<file path="src/rtl/match_controller_if.sv">
// match_controller_if
//   Groups the match sequencer's event inputs and scoreboard/board-control
//   outputs into one bundle.
//   master : environment side (win detector, key debouncer, board memory)
//   slave  : match_controller side
//   Signals:
//     winG, winR, draw, newMatch : single-cycle event pulses into the sequencer
//     clearAck                   : board memory finished clearing (level)
//     scoreG, scoreR             : round wins per player
//     playEn                     : board accepts moves
//     clearReq                   : board clear request, held until acknowledged
//     matchOver                  : a player reached the winning score
//     winner                     : 00 none, 01 green, 10 red
interface match_controller_if #(
  parameter int SCORE_W = 3
);
  logic               winG;
  logic               winR;
  logic               draw;
  logic               newMatch;
  logic               clearAck;
  logic [SCORE_W-1:0] scoreG;
  logic [SCORE_W-1:0] scoreR;
  logic               playEn;
  logic               clearReq;
  logic               matchOver;
  logic [1:0]         winner;

  modport master (
    output winG, winR, draw, newMatch, clearAck,
    input  scoreG, scoreR, playEn, clearReq, matchOver, winner
  );

  modport slave (
    input  winG, winR, draw, newMatch, clearAck,
    output scoreG, scoreR, playEn, clearReq, matchOver, winner
  );
endinterface

</file>
<file path="src/rtl/match_controller.sv">
// match_controller
//   Match sequencer for the 16x16 Connect Four game. Keeps the green/red
//   round scores, gates move entry, requests a board clear between rounds
//   and declares the match over once a player reaches WIN_SCORE.
//   Ports:
//     clk  : system clock, all state changes on its rising edge
//     RST  : synchronous active-low reset
//     bus  : match_controller_if.slave (events in, scores/control out)
//   Parameters:
//     WIN_SCORE   : round wins needed to take the match (fits in SCORE_W)
//     SCORE_W     : score width
//     HOLD_CYCLES : cycles the finished board stays visible (>= 1)
module match_controller #(
  parameter int WIN_SCORE   = 5,
  parameter int SCORE_W     = 3,
  parameter int HOLD_CYCLES = 3
) (
  input  logic                clk,
  input  logic                RST,
  match_controller_if.slave   bus
);

  localparam int HOLD_W = $clog2(HOLD_CYCLES + 1);
  localparam logic [SCORE_W-1:0] WIN_S    = SCORE_W'(WIN_SCORE);
  localparam logic [HOLD_W-1:0]  HOLD_MAX = HOLD_W'(HOLD_CYCLES);
  localparam logic [HOLD_W-1:0]  HOLD_ONE = HOLD_W'(1);

  typedef enum logic [2:0] {
    S_INIT,
    S_CLEAR,
    S_PLAY,
    S_ROUND_END,
    S_MATCH_OVER
  } state_t;

  state_t             state, state_nxt;
  logic [SCORE_W-1:0] score_g, score_g_nxt;
  logic [SCORE_W-1:0] score_r, score_r_nxt;
  logic [HOLD_W-1:0]  hold_cnt, hold_cnt_nxt;
  logic [1:0]         winner_q, winner_nxt;

  // Saturating round-win increment; PLAY is unreachable at WIN_SCORE, so the
  // clamp only guards against an unexpected path.
  function automatic logic [SCORE_W-1:0] sat_inc(input logic [SCORE_W-1:0] s);
    return (s >= WIN_S) ? WIN_S : s + 1'b1;
  endfunction

  // State / score registers
  always_ff @(posedge clk) begin
    if (!RST) begin
      state    <= S_INIT;
      score_g  <= '0;
      score_r  <= '0;
      hold_cnt <= '0;
      winner_q <= 2'b00;
    end else begin
      state    <= state_nxt;
      score_g  <= score_g_nxt;
      score_r  <= score_r_nxt;
      hold_cnt <= hold_cnt_nxt;
      winner_q <= winner_nxt;
    end
  end

  // Next-state and score update
  always_comb begin
    state_nxt    = state;
    score_g_nxt  = score_g;
    score_r_nxt  = score_r;
    hold_cnt_nxt = hold_cnt;
    winner_nxt   = winner_q;
    case (state)
      S_INIT: state_nxt = S_CLEAR;
      S_CLEAR: begin
        if (bus.clearAck) state_nxt = S_PLAY;
      end
      S_PLAY: begin
        // Abort beats any same-cycle round result.
        if (bus.newMatch) begin
          score_g_nxt = '0;
          score_r_nxt = '0;
          winner_nxt  = 2'b00;
          state_nxt   = S_CLEAR;
        end else if (bus.winG || bus.winR || bus.draw) begin
          // A lone win scores even if draw fires with it; a double win is a tie.
          if (bus.winG && !bus.winR) score_g_nxt = sat_inc(score_g);
          if (bus.winR && !bus.winG) score_r_nxt = sat_inc(score_r);
          hold_cnt_nxt = HOLD_ONE;
          state_nxt    = S_ROUND_END;
        end
      end
      S_ROUND_END: begin
        if (hold_cnt >= HOLD_MAX) begin
          hold_cnt_nxt = '0;
          if (score_g == WIN_S) begin
            winner_nxt = 2'b01;
            state_nxt  = S_MATCH_OVER;
          end else if (score_r == WIN_S) begin
            winner_nxt = 2'b10;
            state_nxt  = S_MATCH_OVER;
          end else begin
            state_nxt  = S_CLEAR;
          end
        end else begin
          hold_cnt_nxt = hold_cnt + 1'b1;
        end
      end
      S_MATCH_OVER: begin
        if (bus.newMatch) begin
          score_g_nxt = '0;
          score_r_nxt = '0;
          winner_nxt  = 2'b00;
          state_nxt   = S_CLEAR;
        end
      end
      default: state_nxt = S_INIT;
    endcase
  end

  // Outputs decoded from registers only
  assign bus.scoreG    = score_g;
  assign bus.scoreR    = score_r;
  assign bus.winner    = winner_q;
  assign bus.playEn    = (state == S_PLAY);
  assign bus.clearReq  = (state == S_CLEAR);
  assign bus.matchOver = (state == S_MATCH_OVER);

  a_score_sat: assert property (@(posedge clk) disable iff (!RST)
    (score_g <= WIN_S) && (score_r <= WIN_S));

endmodule

</file>
<file path="src/flat_wrapper.sv">
// flat-port wrapper written by rule: the top's interface ports become plain ports
module match_controller_flat 
#(
  parameter int WIN_SCORE   = 5,
  parameter int SCORE_W     = 3,
  parameter int HOLD_CYCLES = 3
)
  (clk, RST, bus_winG, bus_winR, bus_draw, bus_newMatch, bus_clearAck, bus_scoreG, bus_scoreR, bus_playEn, bus_clearReq, bus_matchOver, bus_winner);
  match_controller_if #(.SCORE_W(SCORE_W)) bus_i ();
  input  logic clk;
  input  logic RST;
  input wire logic [$bits(bus_i.winG)-1:0] bus_winG;
  input wire logic [$bits(bus_i.winR)-1:0] bus_winR;
  input wire logic [$bits(bus_i.draw)-1:0] bus_draw;
  input wire logic [$bits(bus_i.newMatch)-1:0] bus_newMatch;
  input wire logic [$bits(bus_i.clearAck)-1:0] bus_clearAck;
  output wire logic [$bits(bus_i.scoreG)-1:0] bus_scoreG;
  output wire logic [$bits(bus_i.scoreR)-1:0] bus_scoreR;
  output wire logic [$bits(bus_i.playEn)-1:0] bus_playEn;
  output wire logic [$bits(bus_i.clearReq)-1:0] bus_clearReq;
  output wire logic [$bits(bus_i.matchOver)-1:0] bus_matchOver;
  output wire logic [$bits(bus_i.winner)-1:0] bus_winner;
  assign bus_i.winG = bus_winG;
  assign bus_i.winR = bus_winR;
  assign bus_i.draw = bus_draw;
  assign bus_i.newMatch = bus_newMatch;
  assign bus_i.clearAck = bus_clearAck;
  assign bus_scoreG = bus_i.scoreG;
  assign bus_scoreR = bus_i.scoreR;
  assign bus_playEn = bus_i.playEn;
  assign bus_clearReq = bus_i.clearReq;
  assign bus_matchOver = bus_i.matchOver;
  assign bus_winner = bus_i.winner;
  match_controller #(.WIN_SCORE(WIN_SCORE), .SCORE_W(SCORE_W), .HOLD_CYCLES(HOLD_CYCLES)) u_core (.clk(clk), .RST(RST), .bus(bus_i));
endmodule
</file>
<file path="config.mk">
export PLATFORM = sky130hd
export DESIGN_NAME = match_controller_flat
export DESIGN_NICKNAME = d
export VERILOG_FILES = /design/src/rtl/match_controller_if.sv /design/src/rtl/match_controller.sv /design/src/flat_wrapper.sv
export SDC_FILE = /design/constraint.sdc
export NUM_CORES = 1
export LEC_CHECK = 0
export ABC_AREA = 1
export BUFFER_PORTS_ARGS = -buffer_cell sky130_fd_sc_hd__buf_2
export CELL_PAD_IN_SITES_DETAIL_PLACEMENT = 1
export CELL_PAD_IN_SITES_GLOBAL_PLACEMENT = 2
export CORE_MARGIN = 10
export CORE_UTILIZATION = 30
export DETAILED_ROUTE_END_ITERATION = 10
export PLACE_DENSITY_LB_ADDON = 0.1
export SETUP_SLACK_MARGIN = 0.3
export SLEW_MARGIN = 0
export SYNTH_ARGS = -nofsm -noshare
export SYNTH_HDL_FRONTEND = slang
export SYNTH_SLANG_ARGS = --single-unit
export TNS_END_PERCENT = 1
</file>
<file path="constraint.sdc">
create_clock -name clk -period 4.2 [get_ports clk]
set_clock_uncertainty 0.2 [all_clocks]
set_input_delay 0.42 -clock clk [delete_from_list [all_inputs] [get_ports clk]]
set_output_delay 0.42 -clock clk [all_outputs]
set_load 0.1 [all_outputs]
</file>
==> results of run 1 <==
==> cell usage after synthesis (all sizes together) <==
cell    number  area (um2)
a21oi       15       86.34
a31oi        1       6.260
buf          1       7.510
dfxtp       13       260.3
ha           5       62.56
inv         18       67.56
nand2       40       165.2
nand3       10       72.57
nand3b       1       7.510
nand4        1       6.260
nor2        21       86.33
nor3         2       10.01
o21ai        5       28.78
or2          2       12.52
xnor2        1       8.760
==> power by group through the flow <==
stage	clock network [uW]	logic, uW	registers [uW]
floorplan	0	102	199
global placement	0	177	154
detailed placement	0	179	155
CTS	89.2	180	153
global route	92.1	197	155
finish	81.0	177	152
==> final cells by class <==
type	instances	area share [%]
Tap cell	31	3.762
Sequential cell	13	25.24
Inverter	18	6.553
Timing Repair Buffer	17	8.252
Clock buffer	4	2.549
Multi-Input combinational cell	104	53.64
==> layer usage <==
metal	track usage (%)	up-vias
met5	0	-
met4	3.782	0
met3	2.394	4
met2	15.37	15
met1	11.44	396
li1	-	472
==> cells by family after synthesis <==
family / Yosys count / synth area share [%]
adders and majority gates: 5 / 7.042
xor gates and xnor gates: 1 / 0.9861
and+or+nand+nor: 77 / 40.57
AOI/OAI and AO/OA: 21 / 13.66
DFF: 13 / 29.30
buffers and inverters: 19 / 8.450
==> layout by cell type (no fill, tap or decap), drive strengths merged, types with 4 or more instances in the layout <==
cell type / instances
nand2: 40
buf: 17
o21ai: 5
a21oi: 15
inv: 18
dfxtp: 13
ha: 5
nand3: 10
clkbuf: 4
nor2: 21
==> final timing paths <==
path | start | endpoint | slack (ns)
worst min register to register | u_core.bus.winner[0] | u_core.bus.winner[0] | 0.26
worst min-delay path | RST | u_core.bus.scoreG[2] | 0.25
worst max-delay path | u_core.state[1] | bus_playEn | 2.12
worst max register to register | u_core.bus.scoreG[0] | u_core.bus.winner[0] | 2.61
==> worst max-delay path, stage by stage, from the launching register on <==
cell,delay [ns]
dfxtp_1,0.47
nand2_1,0.13
nor2_1,0.13
buf_2,0.45
==> flip-flops by register name, summed over array words and instances, names as in the netlist <==
signal,count
u_core.bus.scoreG,3
u_core.bus.scoreR,3
u_core.bus.winner,2
u_core.state,3
u_core.hold_cnt,2
==> through the flow <==
step                worst slack, ns  std cells
global route                  1.981        187
global placement              2.436        183
floorplan                     1.739        136
CTS                           2.079        187
detailed placement            2.418        183
finish                        2.117        187
==> impl_metrics.py, run 1 <==
metrics = {
    "sta": {
        "clock.fmax_ghz": 0.4801,
        "finalCritPeriodShare_pct": 49.59,
        "whs_ns": 0.2525,
        "setup_viol": 0,
        "rsz0062_at_grt": "no",
        "setup-tns-final_ns": 0,
        "tightest_slew_ns": 0.4897,
        "period_needed_ns": 2.083,
        "slew_headroom_pct": 67.58,
        "slew_viol_final": 0,
        "hold_viol_final": 0,
    },
    "floorplanning": {
        "io-pin-count": 18,
        "rows": 19,
        "dieWidth_um": 74.42,
        "die-area_um2": 5538,
        "die_height_um": 74.42,
        "core_area_um2": 2805,
        "initial_core_util_pct": 31.67,
    },
    "pwr": {
        "p_int_uw": 214.9,
        "p_sw_uw": 194.7,
        "total_power_uw": 409.6,
        "p_per_area_nw_per_um2": 397.3,
        "seqPwrFrac_pct": 37.1,
        "power_frac_comb_pct": 43.1,
        "p_clk_share_pct": 19.8,
        "ir_worst_vdd_mv": 0.1440,
        "switching_share_pct": 47.54,
        "p_leak_uw": 0.0005358,
    },
    "synth": {
        "ys_seq_area_share_pct": 29.30,
        "synth_cell_type_count": 24,
        "syn_area_um2": 888.4,
        "yosys_register_bits": 13,
        "syn-num-nets": 148,
        "yosysWarnings": 0,
        "netlist_instances": 136,
        "postSynthAreaPerCell_um2": 6.532,
    },
    "route": {
        "wl_met3_um": 128,
        "drtIter0Drc": 22,
        "routed_via_density": 4.743,
        "wl_met2_mm": 1.041,
        "antenna_left": 0,
        "totalWireLength_mm": 2.320,
        "top_layer": "met4",
        "post-route-drc-count": 0,
        "vias": 887,
        "drt-pass1-iter-count": 4,
        "wl_met1_mm": 1.121,
        "drt-wirelength-per-cell_um": 12.41,
    },
    "flow_run": {
        "drv_cap": 0,
    },
    "cts": {
        "cts_resized": 0,
        "cts_tree": "yes",
        "root_buffer": "clkbuf_4",
        "htree_levels": 1,
        "clk_pin_slew_worst_paths_ns": 0.09,
        "cts_buffers": 3,
        "cts.sink_count": 13,
        "cts_hold_buf": 0,
        "ctsLongestPathBuffers": 2,
        "clk_latency_ns": 0.28,
        "post_cts_buffers": 0,
    },
    "worst_setup_path": {
        "startpoint_type": "flip-flop",
        "required_ns": 3.58,
        "rr_worst_depth": 6,
        "worstPathArrival_ns": 1.46,
        "path_max_fanout": 7,
        "cp-end-kind": "output pin",
        "worst-setup-path-type": "flip-flop to output pin",
    },
    "grt": {
        "grt_max_degree": 10,
        "antenna_found_initial": 0,
        "grt_usage_pct": 9.386,
        "grt_first_pass_wirelength_mm": 4.146,
        "grt_pass1_vias": 937,
        "gr-total-overflow": 0,
    },
    "place": {
        "postPlaceCellArea_um2": 1005,
        "portBuffers": 17,
        "hpwlAfterDp_mm": 1.917,
        "routabilityCongestion": 0.7813,
    },
    "layout": {
        "multi_input_area_um2": 553.0,
        "drive_above_1_share_pct": 20.51,
        "diodes": 0,
        "fill_cells": 383,
        "fin_area_um2": 1031,
        "area.growth.synth_to_final_pct": 16.06,
        "postLayoutCoreUtil_pct": 36.75,
        "nNetsFinal": 169,
        "ff_latch_area_um2": 260.3,
    },
    "min_path": {
        "hp-class": "input port to flip-flop",
        "min_delay_path_depth": 3,
    },
    "status": {
        "status": "completed",
    },
}
Note: power is estimated with default switching activity, not from simulation.
==> run 2: changes to the inputs <==
- ABC_AREA: 1 -> 0
- clock period: 4.2 -> 2 ns (I/O delays scaled with it)
==> run 2 against run 1 <==
Clock power increased by 110%. Die area down 5.4%. Synthesized cell count decreased by 28%. Critical path type is now flip-flop to flip-flop. First-iteration DRC count increased by 73%. Power grew 36%. Hold slack lost 0.19 ns. Synthesized area decreased by 7.3%.
==> impl_metrics.py, run 2 <==
metrics = {
    "status": {
        "status": "completed",
    },
    "synth": {
        "synth-edff-count": 0,
        "yosys_register_bits": 13,
        "postSynthAreaPerCell_um2": 8.401,
        "yosysWarnings": 0,
        "synth.top_cells.by_count": "dfxtp_1 (13), a21oi_1 (10), nand3_1 (8), nor2_1 (6)",
        "synth_ff_type": "dfxtp_1",
        "synth_area_leaders": "dfxtp_1 (32%), ha_1 (7.6%), a21oi_1 (6.1%)",
        "netlist_instances": 98,
        "ys_seq_area_share_pct": 31.61,
        "syn_area_um2": 823.3,
        "ys_async_sr_fraction_pct": 0,
        "synth.most_common_cell": "dfxtp_1",
        "netlist.area_leader.share_pct": 31.61,
        "syn-num-nets": 110,
        "synth_cell_type_count": 36,
        "synth_largest_area_cell": "dfxtp_1",
    },
    "worst_setup_path": {
        "cp-end-kind": "flip-flop",
        "cp_num_buf_inv": 1,
        "startpoint_type": "flip-flop",
        "reg2reg_to": "u_core.bus.scoreR[1]",
        "r2r_start": "u_core.bus.scoreR[1]",
        "path_max_fanout": 4,
        "worstPathArrival_ns": 1.80,
        "critical_path.top_delay_family": "simple AND/OR/NAND/NOR gates",
        "required_ns": 2.01,
        "rr_worst_depth": 6,
        "cpPeakStageDelay_ns": 0.52,
        "crit_chain": "inv_2 > ha_4 > nor3_4 > o21bai_1 > or4_1 > a21oi_2",
        "r2r_slack_ns": 0.20,
        "worst-setup-path-type": "flip-flop to flip-flop",
        "crit_path_top_delay_cell": "or4_1",
    },
    "sta": {
        "clock.fmax_ghz": 0.5571,
        "hold_viol_final": 0,
        "whs_ns": 0.06307,
        "finalCritPeriodShare_pct": 89.76,
        "slew_viol_final": 0,
        "tightest_slew_ns": 0.4947,
        "setup-tns-final_ns": 0,
        "setup_viol": 0,
        "slew_headroom_pct": 67.25,
        "period_needed_ns": 1.795,
        "rsz0062_at_grt": "yes",
    },
    "layout": {
        "fill_cells": 315,
        "nNetsFinal": 133,
        "final_cell_mix": "buf_2 (14), a21oi_1 (9), nand3_1 (8), nor2_1 (6), dfxtp_1 (6)",
        "diodes": 0,
        "final_common_cell": "buf_2",
        "drive_above_1_share_pct": 37.50,
        "area.growth.synth_to_final_pct": 32.52,
    },
    "route": {
        "drt-pass1-iter-count": 3,
        "post-route-drc-count": 0,
        "drtIter0Drc": 38,
        "vias": 816,
        "routed_via_density": 5.440,
        "totalWireLength_mm": 2.439,
        "antenna_left": 0,
        "drt-wirelength-per-cell_um": 16.26,
    },
    "min_path": {
        "min_delay_path_depth": 3,
        "hp-class": "input port to flip-flop",
        "hold_start": "bus_clearAck",
        "min_to": "u_core.state[1]",
    },
    "floorplanning": {
        "core_area_um2": 2545,
        "io-pin-count": 18,
        "initial_core_util_pct": 32.35,
        "die_height_um": 72.39,
        "rows": 18,
        "die-area_um2": 5240,
        "dieWidth_um": 72.39,
    },
    "place": {
        "portBuffers": 17,
        "hpwlAfterDp_mm": 1.751,
        "routabilityCongestion": 0.8050,
    },
    "cts": {
        "ctsLongestPathBuffers": 2,
        "clk_pin_slew_worst_paths_ns": 0.09,
        "cts_buffers": 3,
        "cts_tree": "yes",
        "clk_latency_ns": 0.28,
        "htree_levels": 1,
        "root_buffer": "clkbuf_4",
        "cts.sink_count": 13,
    },
    "grt": {
        "grt_first_pass_wirelength_mm": 4.050,
        "gr-total-overflow": 0,
        "antenna_found_initial": 0,
        "grt_usage_pct": 9.614,
        "grt_max_degree": 13,
        "grt_pass1_vias": 871,
    },
    "pwr": {
        "p_per_area_nw_per_um2": 509.3,
        "ir_worst_vdd_mv": 0.2435,
        "p_leak_uw": 0.0004352,
    },
    "flow_run": {
        "drv_cap": 0,
    },
}
run 2: cell count changes in the layout (fill, tap and decap cells not counted), moves of 4 or more:
cell / change
a21oi_1: -5
buf_4: +4
dfxtp_1: -7
dfxtp_4: +4
inv_1: -13
nand2_1: -32
nor2_1: -14
nor2b_1: +4
run 2: kinds of logic after synthesis:
kind of cell / after synthesis / share of synthesized area, %
AOI/OAI and AO/OA: 31 / 27.21
xor gates and xnor gates: 1 / 1.064
adders and majority gates: 5 / 7.599
buffers and inverters: 11 / 6.687
DFF: 13 / 31.61
and+or+nand+nor: 37 / 25.84
run 2: report_power, final:
group / switching [uW] / total, uW / internal, uW
registers: 15.3 / 276 / 261
logic: 69.7 / 110 / 39.8
clock network: 92.8 / 170 / 77.2
total: 178 / 556 / 378
run 2: per-layer routing:
layer / routed length, um / GRT usage [%]
met5: 0 / 0
met4: 13 / 3.165
met3: 99 / 3.129
met2: 1237 / 16.52
met1: 1089 / 10.90
run 2: worst max-delay path by stage:
stage	startpoint	endpoint	slack (ns)	cells after the start
floorplan	u_core.state[1]	u_core.bus.scoreG[1]	-0.35	5
global route	u_core.bus.scoreR[1]	u_core.bus.scoreR[1]	0.13	6
global placement	u_core.bus.scoreG[1]	u_core.bus.scoreG[1]	0.19	6
detailed placement	u_core.bus.scoreG[1]	u_core.bus.scoreG[1]	0.19	6
CTS	u_core.state[0]	bus_clearReq	0.27	3
finish	u_core.bus.scoreR[1]	u_core.bus.scoreR[1]	0.20	6
run 2: area by class of cell:
cell class / instances / area, um2 / area share, %
clock buffer: 4 / 26.28 / 2.408
inverter: 7 / 26.28 / 2.408
timing repair buffer: 22 / 161.4 / 14.79
tap: 30 / 37.54 / 3.440
sequential: 13 / 279.0 / 25.57
multi-input combinational: 74 / 560.5 / 51.38
run 2: worst register-to-register path, stage by stage (launching register included):
cell and delay (ns):
dfxtp_4 0.37, inv_2 0.04, ha_4 0.16, nor3_4 0.20
o21bai_1 0.09, or4_1 0.52, a21oi_2 0.14
run 2: timing repair:
item / in CTS / in global routing
setup buffers: 2 / 1
resized for setup: 12 / 7
pin swaps: 0 / 4
hold endpoints to repair: 1 / 0
hold buffers: 1 / 0
endpoints found under the setup margin: 12 / 12
run 2: metrics by stage:
step / area, um2 / total power (uW) / util [%] / worst slack, ns / cells
finish: 1091 / 555.7 / 42.87 / 0.2049 / 150
global route: 1091 / 592.5 / 42.87 / 0.1349 / 150
CTS: 1057 / 566.6 / 41.54 / 0.2681 / 149
detailed placement: 974.7 / 390.3 / 38.30 / 0.1922 / 142
global placement: 974.7 / 389.2 / 38.30 / 0.1943 / 142
floorplan: 843.3 / 361.0 / - / -0.3542 / 98
